[src/rtl/dram_rsp_queue.sv]
// In-order DRAM read-beat queue with a burst-length tracker that numbers beats and flags burst completion.
// Optional feature macro DRAM_RSP_BYPASS_EN: a tracked beat arriving at an empty, unstalled queue is delivered in the same cycle.
module dram_rsp_queue #(
  parameter int RSP_DEPTH     = 8,
  parameter int MAX_BURSTS    = 4,
  parameter int DRAM_ID_WIDTH = 8,
  parameter int DATA_WIDTH    = 32
) (
  input  logic                     clk,
  input  logic                     n_rst,
  input  logic                     rd_issue,
  input  logic [2:0]               rd_issue_num,
  input  logic                     dram_rsp_valid,
  input  logic [DRAM_ID_WIDTH-1:0] dram_rsp_id,
  input  logic [DATA_WIDTH-1:0]    dram_rsp_rdata,
  output logic                     dram_rsp_ready,
  input  logic                     be_stall,
  output logic                     sram_res_valid,
  output logic [DATA_WIDTH-1:0]    sram_rdata,
  output logic [DRAM_ID_WIDTH-1:0] rsp_id,
  output logic [2:0]               rsp_sub_id,
  output logic                     burst_complete,
  output logic                     be_dram_rd_req_complete,
  output logic                     rsp_queue_full,
  output logic                     burst_track_full,
  output logic                     rsp_err
);

  localparam int RAW = $clog2(RSP_DEPTH);
  localparam int TAW = $clog2(MAX_BURSTS);
  localparam int EW  = DRAM_ID_WIDTH + DATA_WIDTH;

  logic [EW-1:0]  rsp_mem_q [RSP_DEPTH];
  logic [2:0]     trk_mem_q [MAX_BURSTS];
  logic [RAW:0]   rsp_wr_q, rsp_wr_d, rsp_rd_q, rsp_rd_d;
  logic [TAW:0]   trk_wr_q, trk_wr_d, trk_rd_q, trk_rd_d;
  logic [2:0]     cnt_q, cnt_d;
  logic           err_q, err_d;

  logic           rsp_empty_s, rsp_full_s, trk_empty_s, trk_full_s;
  logic           accept_s, tracked_s, bypass_s, rsp_push_s, rsp_pop_s;
  logic           deliver_s, last_beat_s, issue_ok_s, issue_bad_s;
  logic [EW-1:0]  head_s;
  logic [2:0]     head_len_s;

  // Pointers carry one extra wrap bit so full and empty are distinguishable.
  assign rsp_empty_s = (rsp_wr_q == rsp_rd_q);
  assign rsp_full_s  = (rsp_wr_q[RAW] != rsp_rd_q[RAW]) &&
                       (rsp_wr_q[RAW-1:0] == rsp_rd_q[RAW-1:0]);
  assign trk_empty_s = (trk_wr_q == trk_rd_q);
  assign trk_full_s  = (trk_wr_q[TAW] != trk_rd_q[TAW]) &&
                       (trk_wr_q[TAW-1:0] == trk_rd_q[TAW-1:0]);
  assign head_s      = rsp_mem_q[rsp_rd_q[RAW-1:0]];
  assign head_len_s  = trk_mem_q[trk_rd_q[TAW-1:0]];

  // Handshake, delivery decision and burst bookkeeping for this cycle.
  always_comb begin
    accept_s    = dram_rsp_valid && !rsp_full_s;
    tracked_s   = accept_s && !trk_empty_s;
`ifdef DRAM_RSP_BYPASS_EN
    bypass_s    = tracked_s && rsp_empty_s && !be_stall;
`else
    bypass_s    = 1'b0;
`endif
    rsp_push_s  = tracked_s && !bypass_s;
    rsp_pop_s   = !rsp_empty_s && !be_stall;
    deliver_s   = rsp_pop_s || bypass_s;
    last_beat_s = deliver_s && !trk_empty_s && (cnt_q == (head_len_s - 3'd1));
    issue_ok_s  = rd_issue && (rd_issue_num != 3'd0) && !trk_full_s;
    issue_bad_s = rd_issue && !issue_ok_s;
  end

  // Next-state values for pointers, beat counter and the sticky error.
  always_comb begin
    rsp_wr_d = rsp_push_s  ? (rsp_wr_q + {{RAW{1'b0}}, 1'b1}) : rsp_wr_q;
    rsp_rd_d = rsp_pop_s   ? (rsp_rd_q + {{RAW{1'b0}}, 1'b1}) : rsp_rd_q;
    trk_wr_d = issue_ok_s  ? (trk_wr_q + {{TAW{1'b0}}, 1'b1}) : trk_wr_q;
    trk_rd_d = last_beat_s ? (trk_rd_q + {{TAW{1'b0}}, 1'b1}) : trk_rd_q;
    if (last_beat_s) begin
      cnt_d = 3'd0;
    end else if (deliver_s) begin
      cnt_d = cnt_q + 3'd1;
    end else begin
      cnt_d = cnt_q;
    end
    err_d = err_q || issue_bad_s || (accept_s && trk_empty_s);
  end

  // Control state registers.
  always_ff @(posedge clk or negedge n_rst) begin
    if (!n_rst) begin
      rsp_wr_q <= {(RAW+1){1'b0}};
      rsp_rd_q <= {(RAW+1){1'b0}};
      trk_wr_q <= {(TAW+1){1'b0}};
      trk_rd_q <= {(TAW+1){1'b0}};
      cnt_q    <= 3'd0;
      err_q    <= 1'b0;
    end else begin
      rsp_wr_q <= rsp_wr_d;
      rsp_rd_q <= rsp_rd_d;
      trk_wr_q <= trk_wr_d;
      trk_rd_q <= trk_rd_d;
      cnt_q    <= cnt_d;
      err_q    <= err_d;
    end
  end

  // Storage arrays; contents only matter between the read and write pointers.
  always_ff @(posedge clk) begin
    if (rsp_push_s) begin
      rsp_mem_q[rsp_wr_q[RAW-1:0]] <= {dram_rsp_id, dram_rsp_rdata};
    end
    if (issue_ok_s) begin
      trk_mem_q[trk_wr_q[TAW-1:0]] <= rd_issue_num;
    end
  end

  // Delivered beat view; zero while nothing is available so reset shows zeros.
  always_comb begin
    if (!rsp_empty_s) begin
      {rsp_id, sram_rdata} = head_s;
`ifdef DRAM_RSP_BYPASS_EN
    end else if (bypass_s) begin
      {rsp_id, sram_rdata} = {dram_rsp_id, dram_rsp_rdata};
`endif
    end else begin
      {rsp_id, sram_rdata} = {EW{1'b0}};
    end
  end

  assign dram_rsp_ready          = !rsp_full_s;
  assign sram_res_valid          = deliver_s;
  assign rsp_sub_id              = cnt_q;
  assign burst_complete          = last_beat_s;
  assign be_dram_rd_req_complete = trk_empty_s && rsp_empty_s;
  assign rsp_queue_full          = rsp_full_s;
  assign burst_track_full        = trk_full_s;
  assign rsp_err                 = err_q;

endmodule

[config.mk]
export PLATFORM = sky130hd
export DESIGN_NAME = dram_rsp_queue
export DESIGN_NICKNAME = d
export VERILOG_FILES = /design/src/rtl/dram_rsp_queue.sv
export SDC_FILE = /design/constraint.sdc
export NUM_CORES = 1
export LEC_CHECK = 0
export BUFFER_PORTS_ARGS = -buffer_cell sky130_fd_sc_hd__buf_4
export CORE_UTILIZATION = 46
export CTS_BUF_LIST = sky130_fd_sc_hd__clkbuf_4 sky130_fd_sc_hd__clkbuf_8
export DETAILED_ROUTE_END_ITERATION = 7
export HOLD_SLACK_MARGIN = 0.05
export PLACE_DENSITY = 0.66
export SKIP_LAST_GASP = 1
export SLEW_MARGIN = 20
export SYNTH_ARGS = -nofsm -noshare
export SYNTH_HDL_FRONTEND = slang
export SYNTH_SLANG_ARGS = --single-unit
export TNS_END_PERCENT = 30
[constraint.sdc]
create_clock -name clk -period 4.7 [get_ports clk]
set_input_delay 0.705 -clock clk [delete_from_list [all_inputs] [get_ports clk]]
set_output_delay 0.705 -clock clk [all_outputs]
set_load 0.05 [all_outputs]
Yosys cells after proc, flatten, opt, wreduce, memory -nomap -nowiden:

Memory sizes are Yosys's and may differ from the RTL's.
Index checks and enable logic that the tools add are counted.

* bits of input ports: 48
* register bits after elaboration: 18
* memories: 2
* word-level logic and storage cells: 51
* bits in writable memories: 332
* output and inout bits: 50

Memory list
* rsp_mem_q: depth 8, width 40, rd ports 1, clocked after Yosys merged registers in 0, wr ports 1, RTL line 33 `logic [EW-1:0] rsp_mem_q [RSP_DEPTH];`
* trk_mem_q: depth 4, width 3, rd ports 1, clocked after Yosys merged registers in 0, wr ports 1, RTL line 34 `logic [2:0] trk_mem_q [MAX_BURSTS];`

* reductions and logical operators: 22
* muxes and demuxes: 8
* equal/unequal tests: 7
* add/subtract/negate cells: 6

Operators by type and width (count)
* $mux 32: 1
* $logic_and 1x1->1: 12
* $add 3x1->3 const B: 3
* $eq 3x3->1: 3
* $add 4x1->4 const B: 2
* $mux 8: 1
* $logic_not 1->1: 6
* $mux 3: 2
* $eq 4x4->1: 1
* $mux 1: 4
* $reduce_bool 3->1: 1
* $sub 3x1->3 const B: 1
* $eq 2x2->1: 1
* $logic_or 1x1->1: 2
* $ne 1x1->1: 2
* $reduce_bool 2->1: 1

Longest topological paths before layout:

Gate-level depths: netlist of run 1.

* depth in word-level cells: 8
* depth in mapped cells: 9
* mapped depth without buffers: 8

Worst setup path before layout of run 1:

Ideal clock, no wire load.

* kind: flip-flop to flip-flop
* start point: reg rsp_wr_q[1]
* end point: mem rsp_mem_q[0][0] (netlist bit), enable pin
* buffers on the path: 2
* library setup time: 0.487 ns
* cell stages (with the launch flop): 8
* period minus slack after synthesis: 4.853 ns
* arrival: 4.366 ns
* required time: 4.213 ns
* slack: -0.153 ns
* cells stage by stage: dfrtp_1 -> buf_6 -> xor2_1 -> or4b_4 -> and3_4 -> buf_6 -> or2b_1 -> nor3_1

* word-level cells in the longest chain between the ends: 7

Ends and longest elaborated chain
* start, declared: RTL line 35 `logic [RAW:0] rsp_wr_q, rsp_wr_d, rsp_rd_q, rsp_rd_d;`
* start signal, assigned: RTL line 92 `rsp_wr_q <= {(RAW+1){1'b0}};`
* start signal, assigned: RTL line 99 `rsp_wr_q <= rsp_wr_d;`
* $eq 3x3->1: RTL line 49 `(rsp_wr_q[RAW-1:0] == rsp_rd_q[RAW-1:0]);`
* $logic_and 1x1->1: RTL line 48 `assign rsp_full_s = (rsp_wr_q[RAW] != rsp_rd_q[RAW]) &&`
* $logic_not 1->1
* via dram_rsp_ready: RTL line 16 `output logic dram_rsp_ready,`
* $logic_and 1x1->1: RTL line 58 `accept_s = dram_rsp_valid && !rsp_full_s;`
* $logic_and 1x1->1: RTL line 59 `tracked_s = accept_s && !trk_empty_s;`
* $mux 1: RTL line 110 `if (rsp_push_s) begin`
* $mux 1 (implied by the code): RTL line 111 `rsp_mem_q[rsp_wr_q[RAW-1:0]] <= {dram_rsp_id, dram_rsp_rdata};`
* end, declared: RTL line 33

The timed path passes the listed nets, and every way through them passes these cells.

Worst setup path after layout of run 1:

* start point: reg rsp_rd_q[1]
* end point: out sram_rdata[23]

* word-level cells in the longest chain between the ends: 2
* elaborated cells between the ends (all ways): 3
* classes of those cells: eq/ne (1); mux (1); memory (1)

Ends and longest elaborated chain
* start, declared: RTL line 35
* start signal, assigned: RTL line 93 `rsp_rd_q <= {(RAW+1){1'b0}};`
* start signal, assigned: RTL line 100 `rsp_rd_q <= rsp_rd_d;`
* $mem_v2 8x40 / $eq 4x4->1 (equally long branches)
* $mux 32 *: RTL line 120 `if (!rsp_empty_s) begin`
* end, declared: RTL line 19 `output logic [DATA_WIDTH-1:0] sram_rdata,`

Every way passes the cells marked *; elsewhere a longest branch is shown, timed or not.

==> metrics, run 1 <==
port buffer count=slightly below 100; kind of cell adding the most delay to the critical path=buffers and inverters; Slew Limit Fails=0; Worst EP required=3990 ps; distinct cell type count of the synthesized netlist=38; leak pwr=about 5.5 nW; crit-path max FO=58; Arr. time, crit path=3050 ps; # DRC=0; clock sinks=350; # diodes=0; setup slack after layout=approximately 940 ps; Slowest cell on crit path=buf_4; number of global-route vias before repair=roughly 7.1k; Slew @ Worst Pin=approximately 900 ps; Hold Crit Class=input port to flip-flop; # nets final=828; Reg area=roughly 0.010 sq mm; die area=around 0.03 sq mm; dominant cells by area after synthesis=edfxtp_1 (73%), mux4_2 (14%), dfrtp_1 (3.3%); most frequent cells in the layout=edfxtp_1 (332), buf_4 (111), mux4_2 (83); die span in y=approximately 170 um; RR Startpoint=rsp_rd_q[1]$_DFFE_PN0P_; final setup TNS=0 ps; area grow syn2layout=16.77%; area of the multi-input gates=0.003094 sq mm; most common cell after layout, fill and taps aside=edfxtp_1; sequential share of the synthesized area=76.30%; vias=6,443; io pins=just under 100; Detail Placement HPWL=14.72 mm; initial antenna violation count=0; gr usage total=a little under a fifth; CP startpoint=rsp_rd_q[1]$_DFFE_PN0P_; Worst Setup End Kind=primary output; relative slew slack=40.79%; Startpoint Class=flip-flop; post-detailed-route count of antenna-violating nets=0; most used cell, CP=buf_4; Worst Path Buf+Inv=2; H-tree lvl count=2; worst vdd rail ir drop=0.6644 mV; RSZ-0062 raised after global routing=no; cell-by-cell trace of the critical path=buf_4 -> mux4_2 -> mux2i_1 -> nor2_1 -> buf_4; Filler cells=2,212; Pre-antenna DRT Iters=4; final wirelength=roughly 26 mm; CTS buffer count=54; Hold Crit Start=dram_rsp_rdata[18]; grt ovf=0; Setup WS pre-CTS=1516 ps; Synth Cell Area=0.01366 sq mm; TritonCTS clock tree=built; Resized Gates After CTS=0; clk_lat worst skew=590 ps; #FFs+latches synth=350; drt initial violations=379; largest net degree at the start of global routing=84; outcome=finished clean; Synth Net Count=690; Max Clk Rate=266.0 MHz; Rows=62; Yosys warning count=0; Final Hold Vio Count=0; vias per cell=~5.4; area leader, netlist=edfxtp_1; first-pass GRT wire length=approximately 41 mm; Cells after Synth=between 600 and 700; Synth top area share=about three quarters; Initial Utilization=47.20%; max_cap viols=0; CTS clk-pin slew, worst paths=60 ps; Worst Skew=23.60 ps; max incr delay on CP=740 ps; synthesized area per cell=21.57 sq um; CTS root buffer=clkbuf_8; setup bufs post-CTS=0; CTS max path bufs=3; final worst path period share=around 80%; routability cong.=0.7477; CORE AREA=just under 0.03 sq mm; endpoints failing setup=0; layout cells sized above 1=36.73%; P per Cell Area=~730 mW/mm^2; worst hold slack=345.2 ps; Crit Path Category=flip-flop to primary output; Die X=approximately 170 um; post-layout minimum cycle time=3759 ps; WL per Instance=21.98 um
==> metrics by stage <==
step	util [%]	instances	total power (W)	area [sq um]
2_1_floorplan	-	633	0.007895	13660
3_3_place_gp	51.55	1098	0.009286	14920
3_5_place_dp	51.55	1098	0.009382	14920
4_1_cts	55.11	1198	0.01175	15950
5_1_grt	55.11	1198	0.01214	15950
6_report	55.11	1198	0.01159	15950
==> repair_timing <==
action                                  4_1_cts  5_1_grt
hold buffers                                  1        0
hold endpoints to repair                     18        0
endpoints found under the setup margin        0        0
==> where the power goes <==
part           switching [W]  leakage, nW  internal, W
clock                0.00111        0.546      0.00124
sequential          0.000254         3.22      0.00402
combinational        0.00319         1.75      0.00178
total                0.00455         5.51      0.00703
==> worst paths after layout <==
| kind | slack (ps) | cells past startpoint | end |
|---|---|---|---|
| min in group asynchronous | 540 | 2 | rsp_sub_id[0]$_DFFE_PN0P_ |
| max in group asynchronous | 3930 | 2 | rsp_rd_q[0]$_DFFE_PN0P_ |
| hold reg to reg | 490 | 1 | trk_wr_q[2]$_DFFE_PN0P_ |
| setup / recovery | 940 | 5 | sram_rdata[23] |
| setup reg to reg | 1550 | 6 | rsp_mem_q[4][29]$_DFFE_PP_ |
| hold / removal | 350 | 1 | rsp_mem_q[2][18]$_DFFE_PP_ |
==> cells in the mapped netlist <==
cell type  number
edfxtp_1      332
mux4_2         83
nor2_1         46
mux2i_1        40
dfrtp_1        18
clkbuf_1       12
nand2_1        11
xor2_1         11
buf_2           9
ha_1            9
inv_1           9
xnor2_1         9
buf_1           6
and2_1          4
buf_6           3
nor3_1          3
o21ai_0         3
a21o_1          2
mux2_4          2
nand2b_1        2
nand3_1         2
and2_4          1
and3_4          1
and4_1          1
and4_4          1
buf_4           1
clkbuf_2        1
inv_2           1
nand3b_1        1
nand4_1         1
nor4_4          1
nor4b_1         1
o221ai_1        1
o311a_1         1
or2_1           1
or2b_1          1
or4b_4          1
xor2_2          1
==> logic make-up after synthesis <==
kind of cell,Yosys count,share of synthesized area [%]
buffers and inverters,42,1.438
muxes,125,16.84
adders and majority gates,9,0.8246
DFF,350,76.30
AOI/OAI and AO/OA,7,0.3573
and+or+nand+nor,79,2.840
xor gates and xnor gates,21,1.402
==> worst reg2reg max path: stages, from the launching register on <==
cell and delay [ps]:
dfrtp_4 700, xor2_1 340, or4b_4 220, and3_4 230, or2b_1 380, nor2_4 650
buf_12 300
==> flip-flops by register name (all words and copies together) (netlist names) <==
| signal | cells |
|---|---|
| trk_wr_q | 3 |
| trk_rd_q | 3 |
| rsp_err | 1 |
| rsp_sub_id | 3 |
| rsp_wr_q | 4 |
| rsp_mem_q | 320 |
| trk_mem_q | 12 |
| rsp_rd_q | 4 |
==> routing by layer <==
metal  share of wire, %  GRT usage (%)  vias up
li1                   -              -     2858
met1                 41          23.34     3356
met2                 51          30.58      188
met3                6.3          4.440       41
met4                1.6          5.007        0
met5                  0              0        -
==> layout make-up <==
cell class | instances | area share [%]
inverters | 10 | 0.2354
well taps | 384 | 3.013
flip-flops and latches | 350 | 65.41
repair buffers | 114 | 5.539
clock buffers | 72 | 5.587
multi-input cells | 241 | 19.40
clock inverters | 27 | 0.8082
(Power assumes the default switching activity.)
==> inputs of run 2 (changes only) <==
==> constraint.sdc (replaced) <==
create_clock -name clk -period 3.3 [get_ports clk]
set_input_delay 0.495 -clock clk [delete_from_list [all_inputs] [get_ports clk]]
set_output_delay 0.495 -clock clk [all_outputs]
set_load 0.05 [all_outputs]
==> metrics, run 2 (same netlist as run 1, synthesis figures left out) <==
Slowest cell on crit path=mux4_2 (was buf_4); routability cong.=0.7660 (was 0.7477); gr usage total=18.11% (was 18.09%); Startpoint Class=flip-flop (unchanged); most frequent cells in the layout=edfxtp_1 (332), buf_4 (108), mux4_2 (83) (was edfxtp_1 (332), buf_4 (111), mux4_2 (83)); CTS clk-pin slew, worst paths=60 ps (about the same); leak pwr=5.515 nW (was 5.512 nW); kind of cell adding the most delay to the critical path=multiplexers (was buffers and inverters); max incr delay on CP=550 ps (was 740 ps); placed instance area=0.01496 sq mm (was 0.01492 sq mm); max_cap viols=0 (unchanged); drt initial violations=470 (was 379); Filler cells=2,219 (was 2,212); Max Clk Rate=313.2 MHz; endpoints failing setup=0 (unchanged); TritonCTS clock tree=built (unchanged); RR Startpoint=rsp_rd_q[0]$_DFFE_PN0P_ (was rsp_rd_q[1]$_DFFE_PN0P_); Hold Crit Class=input port to flip-flop (unchanged); Final Hold Vio Count=0 (unchanged); area grow syn2layout=17.12% (was 16.77%); clk_lat worst skew=580 ps (was 590 ps); cell-by-cell trace of the critical path=mux4_2 -> inv_1 -> ha_1 -> xor2_1 -> xnor2_1 -> and4_4 -> and2_4 -> buf_6 (was buf_4 -> mux4_2 -> mux2i_1 -> nor2_1 -> buf_4); number of global-route vias before repair=7,027 (was 7,094); largest net degree at the start of global routing=84 (unchanged); Reg area=0.01043 sq mm (about the same); layout cells sized above 1=36.79% (was 36.73%); port buffer count=97 (unchanged); post-layout minimum cycle time=between 3000 and 4000 ps; Worst EP required=2800 ps (was 3990 ps); initial antenna violation count=1 (was 0); relative slew slack=34.77% (was 40.79%); clock sinks=350 (unchanged); most common cell after layout, fill and taps aside=edfxtp_1 (unchanged); Worst Skew=22.34 ps (was 23.60 ps); max reg flops=320 (unchanged); Hold Crit Start=dram_rsp_rdata[19] (was dram_rsp_rdata[18]); post-detailed-route count of antenna-violating nets=0 (unchanged); R2R Path End=rsp_mem_q[5][24]$_DFFE_PP_ (was rsp_mem_q[4][29]$_DFFE_PP_); Hold Crit Endpoint=rsp_mem_q[4][19]$_DFFE_PP_ (was rsp_mem_q[2][18]$_DFFE_PP_); Worst Setup End Kind=primary output (unchanged); H-tree lvl count=2 (unchanged); outcome=finished clean (unchanged); # DRC=0 (unchanged); Slew Limit Fails=0 (unchanged); RSZ-0062 raised after global routing=yes (was no); CORE AREA=0.02894 sq mm (unchanged); area of the multi-input gates=0.003103 sq mm (was 0.003094 sq mm); die span in y=174.3 um (unchanged); vias=6,498 (was 6,443); first-pass GRT wire length=41.17 mm (was 40.90 mm); FF-to-FF setup slack=270 ps (was 1550 ps); Detail Placement HPWL=14.57 mm (was 14.72 mm); Hold Crit Depth=1 (unchanged); Crit Path Category=flip-flop to primary output (unchanged); P per Cell Area=1036 mW/mm^2 (was 726.7 mW/mm^2); Non-Filler Cell Area, Final=0.01600 sq mm (was 0.01595 sq mm); R2R cell count=6 (unchanged); CTS buffer count=52 (was 54); CTS root buffer=clkbuf_8 (unchanged); Pre-antenna DRT Iters=5 (was 4); # nets final=830 (was 828); grt ovf=0 (unchanged); vias per cell=5.442 (was 5.378); Power, Total=0.01657 W (was 0.01159 W); Slew @ Worst Pin=976.1 ps (was 888.1 ps); Initial Utilization=47.20% (unchanged); # diodes=0 (unchanged); die area=0.03038 sq mm (unchanged); io pins=98 (unchanged); WL per Instance=22.58 um (was 21.98 um); Arr. time, crit path=2700 ps (was 3050 ps); CTS max path bufs=3 (unchanged); final wirelength=26.97 mm (was 26.33 mm); worst vdd rail ir drop=0.8249 mV (was 0.6644 mV); Worst Path Buf+Inv=2 (unchanged); final worst path period share=96.76%; Die X=174.3 um (unchanged); Rows=62 (unchanged); crit-path max FO=6 (was 58)
run 2: routing by layer:
metal	track usage, %	routed length [um]	up-vias	part of all wire, %
met3	3.521	1546	44	5.7
met2	29.07	13150	200	49
met5	0	12	-	0.045
met1	25.23	11750	3402	44
li1	-	-	2850	-
met4	5.592	510	2	1.9
run 2: worst max-delay path by stage:
| stage | start | endpoint | slack [ps] | cells after the start |
|---|---|---|---|---|
| after floorplan | rsp_wr_q[1]$_DFFE_PN0P_ | rsp_mem_q[4][0]$_DFFE_PP_ | -480 | 7 |
| after global placement | rsp_rd_q[1]$_DFFE_PN0P_ | sram_rdata[20] | 280 | 6 |
| after detailed placement | rsp_rd_q[1]$_DFFE_PN0P_ | sram_rdata[20] | 230 | 6 |
| after CTS | trk_rd_q[0]$_DFFE_PN0P_ | burst_complete | -7 | 8 |
| after global routing | trk_rd_q[0]$_DFFE_PN0P_ | burst_complete | -40 | 8 |
| final | trk_rd_q[0]$_DFFE_PN0P_ | burst_complete | 110 | 8 |
run 2: stage by stage:
stage | setup TNS [ps] | hold WS, ps | setup WS, ps | utilization (%) | cells
2_1_floorplan | -99950 | 199.4 | -481.3 | - | 633
5_1_grt | -46.35 | 122.3 | -37.17 | 55.28 | 1194
3_3_place_gp | 0 | 374.5 | 278.8 | 51.70 | 1098
6_report | 0 | 143.2 | 106.9 | 55.28 | 1194
4_1_cts | -6.968 | 107.9 | -6.968 | 55.14 | 1192
3_5_place_dp | 0 | 378.8 | 232.3 | 51.70 | 1098
run 2: where the power goes:
| group | switching [W] | internal [W] |
|---|---|---|
| sequential | 0.000265 | 0.00573 |
| clock | 0.00156 | 0.00165 |
| combinational | 0.00470 | 0.00267 |
run 2: repair_timing:
item / 4_1_cts / 5_1_grt
gates resized for setup: 6 / 3
cloned: 0 / 1
hold endpoints to repair: 18 / 0
endpoints found under the setup margin: 26 / 6
hold buffers: 1 / 0
buffers inserted: 2 / 1
run 2: area by class of cell:
type / instances / area share (%)
repair buffers: 118 / 6.227
multi-input cells: 241 / 19.40
inverters: 10 / 0.2347
clock inverters: 23 / 0.6884
clock buffers: 68 / 5.225
well taps: 384 / 3.004
flip-flops and latches: 350 / 65.22
